## src/rtl/kronos_types.sv

```systemverilog
// rtl/kronos_types.sv - shared Kronos pipeline types and constants
package kronos_types;

    typedef struct packed {
        logic [31:0] pc;
        logic [31:0] ir;
    } pipeIFID_t;

    localparam logic [31:0] ZERO = 32'h0000_0000;
    localparam logic [31:0] FOUR = 32'h0000_0004;

    typedef enum logic [1:0] {
        INIT  = 2'd0,
        FETCH = 2'd1,
        STALL = 2'd2,
        FLUSH = 2'd3
    } fetch_state_e;

    function automatic logic [31:0] word_align(input logic [31:0] a);
        return a & ~32'h0000_0003;
    endfunction

endpackage

```

## src/rtl/kronos_skid_buffer.sv

```systemverilog
// rtl/kronos_skid_buffer.sv - 2-entry FIFO with registered head and flush
module kronos_skid_buffer #(
    parameter type T = logic [63:0]
) (
    input  logic       clk,
    input  logic       rst,
    input  logic       push,
    input  T           push_data,
    input  logic       pop,
    input  logic       flush,
    output logic [1:0] count,
    output T           head
);

    T           entry1;
    logic       do_pop;
    logic [1:0] slot;

    assign do_pop = pop && (count != 2'd0);
    // Slot the incoming word lands in once any same-cycle pop has shifted the buffer
    assign slot   = count - 2'(do_pop);

    always_ff @(posedge clk) begin
        if (rst) begin
            count  <= 2'd0;
            head   <= '0;
            entry1 <= '0;
        end else if (flush) begin
            count <= 2'd0;
        end else begin
            if (do_pop) begin
                head <= entry1;
            end
            if (push) begin
                if (slot == 2'd0) begin
                    head <= push_data;
                end else begin
                    entry1 <= push_data;
                end
            end
            count <= count + 2'(push) - 2'(do_pop);
        end
    end

endmodule

```

## src/rtl/kronos_fetch.sv

```systemverilog
// rtl/kronos_fetch.sv - Kronos instruction-fetch stage with redirect flush
module kronos_fetch
    import kronos_types::*;
#(
    parameter logic [31:0] BOOT_ADDR = 32'h0000_0000
) (
    input  logic        clk,
    input  logic        rst,
    output logic [31:0] instr_addr,
    input  logic [31:0] instr_data,
    output logic        instr_req,
    input  logic        instr_ack,
    output logic [63:0] fetch,
    output logic        fetch_vld,
    input  logic        fetch_rdy,
    input  logic        branch,
    input  logic [31:0] branch_target
);

    fetch_state_e state;
    logic [31:0]  pc_fetch;
    logic [31:0]  pc_inc;
    logic [1:0]   count;
    logic [1:0]   count_next;
    logic         push;
    logic         pop;
    logic         flush;
    pipeIFID_t    head;
    pipeIFID_t    push_data;

    assign fetch_vld  = (count != 2'd0);
    assign fetch      = head;
    assign pop        = fetch_vld && fetch_rdy;
    assign push       = (state == FETCH) && instr_ack && !branch;
    assign flush      = branch && (state != INIT);
    assign pc_inc     = pc_fetch + FOUR;
    assign count_next = count + 2'(push) - 2'(pop);
    assign push_data  = '{pc: pc_fetch, ir: instr_data};

    kronos_skid_buffer #(
        .T(pipeIFID_t)
    ) u_skid (
        .clk      (clk),
        .rst      (rst),
        .push     (push),
        .push_data(push_data),
        .pop      (pop),
        .flush    (flush),
        .count    (count),
        .head     (head)
    );

    always_ff @(posedge clk) begin
        if (rst) begin
            state      <= INIT;
            pc_fetch   <= BOOT_ADDR;
            instr_req  <= 1'b0;
            instr_addr <= word_align(BOOT_ADDR);
        end else begin
            case (state)
                INIT: begin
                    state     <= FETCH;
                    instr_req <= 1'b1;
                    if (branch) begin
                        pc_fetch   <= branch_target;
                        instr_addr <= word_align(branch_target);
                    end else begin
                        instr_addr <= word_align(pc_fetch);
                    end
                end
                FETCH: begin
                    if (branch) begin
                        pc_fetch <= branch_target;
                        if (instr_ack) begin
                            instr_addr <= word_align(branch_target);
                        end else begin
                            // Bus cannot abort: keep the old address until its ack arrives
                            state <= FLUSH;
                        end
                    end else if (instr_ack) begin
                        pc_fetch   <= pc_inc;
                        instr_addr <= word_align(pc_inc);
                        if (count_next == 2'd2) begin
                            state     <= STALL;
                            instr_req <= 1'b0;
                        end
                    end
                end
                STALL: begin
                    if (branch) begin
                        pc_fetch   <= branch_target;
                        instr_addr <= word_align(branch_target);
                        state      <= FETCH;
                        instr_req  <= 1'b1;
                    end else if (pop) begin
                        state     <= FETCH;
                        instr_req <= 1'b1;
                    end
                end
                FLUSH: begin
                    if (branch) begin
                        pc_fetch <= branch_target;
                    end
                    if (instr_ack) begin
                        state      <= FETCH;
                        instr_addr <= word_align(branch ? branch_target : pc_fetch);
                    end
                end
                default: begin
                    state     <= INIT;
                    instr_req <= 1'b0;
                end
            endcase
        end
    end

endmodule

```

## config.mk

```make
export PLATFORM = sky130hd
export DESIGN_NAME = kronos_fetch
export DESIGN_NICKNAME = d
export VERILOG_FILES = /design/src/rtl/kronos_types.sv /design/src/rtl/kronos_skid_buffer.sv /design/src/rtl/kronos_fetch.sv
export SDC_FILE = /design/constraint.sdc
export NUM_CORES = 1
export LEC_CHECK = 0
export CAP_MARGIN = 20
export CORE_MARGIN = 1
export CORE_UTILIZATION = 30
export CTS_CLUSTER_DIAMETER = 80
export CTS_CLUSTER_SIZE = 10
export DETAILED_ROUTE_END_ITERATION = 10
export PLACE_DENSITY = 0.55
export SLEW_MARGIN = 20
export SYNTH_ARGS = -nofsm -noshare
export SYNTH_HDL_FRONTEND = slang
export SYNTH_SLANG_ARGS = --single-unit
```

## constraint.sdc

```tcl
create_clock -name clk -period 3.2 [get_ports clk]
set_clock_uncertainty 0.05 [all_clocks]
set_input_delay 0.32 -clock clk [delete_from_list [all_inputs] [get_ports clk]]
set_output_delay 0.32 -clock clk [all_outputs]
set_load 0.03 [all_outputs]
```

==> results.cfg, run 1 <==
[place]
port_buffers = 164
placed_cell_area_mm2 = 0.0119
place_congestion = 0.937
place_hpwl_um = 22300
dp.cells = 1755

[outcome]
outcome = finished, final reports clean

[synthesis]
yosysWarnings = 0
synth_async_sr_flop_share_pct = 0
syn_avg_cell_area_um2 = 7.92
ys_seq_elements = 195
ys.flop_type = dfxtp_1
yosysSeqAreaShare_pct = 39.9
postSynthCellCount = 1235
synthDistinctLibCells = 62
syn_area_mm2 = 0.00979
synth-edff-count = 0

[grt]
grt_pass1_vias = 8715
grt_pass1_wl_um = 51800
grt_max_degree = 67
antenna_found_initial = 1
grt_overflow = 0
grt_usage_pct = 20.0

[worst_setup_path]
cp.required_ps = 3510
cp-end-kind = flop
cpMostUsedCell = or3_1
crit_fanout = 9
start_kind = flop
ff2ff_setup_slack_ps = 440
slowest_delay_ps = 520
cp_num_buf_inv = 0
path_class = flop to flop
cp.depth = 6
path_cells = ha_1 -> nand4_1 -> or3_1 -> or4_4 -> or3_1 -> a311oi_1
cp_slowest_cell = or3_1
r2r-start = pc_fetch[3]
cp.arrival_ps = 3070
cpLargestDelayFamily = simple AND/OR/NAND/NOR gates
r2r_cells = 6
r2r-end = pc_fetch[30]

[route]
routed_wl_um = 33500
vias_per_cell = 5.28
vias = 9427
routedWlPerCell_um = 18.7
first_pass_iters = 5
drc = 0
ant_nets = 0
drt_iter0_drc = 862

[cts]
numCtsBuffers = 17
post-cts-setup-buffers = 0
htreeDepth = 4
cts_hold_buf = 0
insertion_delay_ps = 450
cts_root_buffer = clkbuf_16
cts_tree = yes
clk_pin_slew_ps = 80
cts_resized = 0
clockBufferDepth = 2
cts.sinks = 195

[timing]
fin_crit_ps = 2760
rsz0062_at_grt = no
drv_slew = 0
setup_tns_ps = 0
max_slew_margin_pct = 32.0
setup_viol = 0
post-route-period-util_pct = 86.2
finalHoldViolations = 0
fmax_mhz = 363
worst_pin_slew_ps = 1020

[die]
die_x_um = 183
dieArea_mm2 = 0.0334
core_area_mm2 = 0.0318
io_pins = 167
die_height_um = 183
initial_core_util_pct = 30.8
row_count = 65

[worst_hold_path]
hold_end = instr_req
hold_start = rst
hold_path.class = input port to flop
worstHoldPathCells = 2

[layout]
nets = 1411
final_common_cell = nand2_1
final_cells = 1787
final_cell_mix = nand2_1 (253), dfxtp_1 (195), clkdlybuf4s50_1 (162), o21ai_0 (94), a21oi_1 (94)
area_growth_pct = 27.5
final_area_mm2 = 0.0125
drive_gt1_share_pct = 7.10
diodes = 0

[pwr]
p_per_area_mw_per_mm2 = 462
p_total_uw = 5760
p_leak_uw = 0.00453
peakVddDrop_uv = 415

[run]
maxCapViolCount = 0
[per-stage QoR]
step / hold slack (ps) / setup slack, ps / utilization [%]
floorplan: 386 / 820 / -
global placement: 391 / 554 / 37.5
detailed placement: 397 / 501 / 37.5
CTS: 220 / 473 / 39.2
global route: 223 / 314 / 39.2
finish: 237 / 442 / 39.2
[worst max path at each step]
stage / startpoint / to / slack (ps)
after CTS: pc_fetch[3] / pc_fetch[30] / 470
final: pc_fetch[3] / pc_fetch[30] / 440
after global placement: pc_fetch[14] / pc_fetch[30] / 550
after floorplan: pc_fetch[14] / pc_fetch[30] / 820
after detailed placement: pc_fetch[2] / pc_fetch[30] / 500
after global routing: pc_fetch[2] / pc_fetch[30] / 310
[sequential cells by signal, summed over array words and instances, names as in the netlist]
| name | count |
|---|---|
| instr_addr | 30 |
| instr_req | 1 |
| u_skid.count | 2 |
| state | 2 |
| u_skid.head | 64 |
| pc_fetch | 32 |
| u_skid.entry1 | 64 |
[synth_stat cells (6+ instances only)]
| library cell | count | area (µm²) |
|---|---|---|
| nand2_1 | 254 | 953 |
| dfxtp_1 | 195 | 3900 |
| a21oi_1 | 95 | 475 |
| o21ai_0 | 95 | 475 |
| clkbuf_1 | 90 | 338 |
| nor2_1 | 78 | 293 |
| mux2i_1 | 69 | 691 |
| a22o_1 | 67 | 587 |
| a211oi_1 | 25 | 188 |
| xnor2_1 | 25 | 219 |
| nor3_1 | 21 | 105 |
| nand3_1 | 19 | 95.1 |
| o221ai_1 | 17 | 149 |
| xor2_1 | 17 | 149 |
| nand4_1 | 16 | 100 |
| buf_1 | 15 | 56.3 |
| buf_2 | 12 | 60.1 |
| o22ai_1 | 12 | 75.1 |
| inv_1 | 10 | 37.5 |
| or3_1 | 8 | 50.1 |
| nor4_1 | 7 | 43.8 |
| o21a_1 | 6 | 45.0 |
[area by class of cell]
class | instances | area [µm²]
fill | 3214 | 19300
multi-input combinational | 904 | 5360
sequential | 195 | 3900
timing repair buffer | 208 | 2060
tap | 435 | 544
clock buffer | 18 | 439
clock inverter | 14 | 120
inverter | 13 | 48.8
[power by group]
| part | total (µW) | internal [µW] | switching [µW] |
|---|---|---|---|
| clock network | 2120 | 1040 | 1080 |
| logic | 1010 | 412 | 595 |
| registers | 2640 | 2520 | 118 |
| total | 5760 | 3970 | 1790 |
[cell families after synthesis]
group | synth area share, %
AND/OR/NAND/NOR | 18.8
flip-flops | 39.9
XOR/XNOR | 3.76
other | 0.0383
multiplexers | 7.06
adder cells (fa/ha/maj) | 0.384
buffers and inverters | 5.80
AO/OA/AOI/OAI | 24.3
[routing by layer]
layer | wire length, µm | GRT usage (%) | vias up
met5 | 17 | 0 | -
met3 | 2470 | 4.87 | 43
met4 | 567 | 5.95 | 2
met2 | 15200 | 31.2 | 325
met1 | 15200 | 27.0 | 4476
li1 | - | - | 4581
Power figures use the tool's default switching activity.
==> run 2, diff against run 1 <==
CTS_CLUSTER_SIZE = unset   (was 10)
==> results of run 2 <==
Final layout, timing and power as in run 1 (identical DEF).
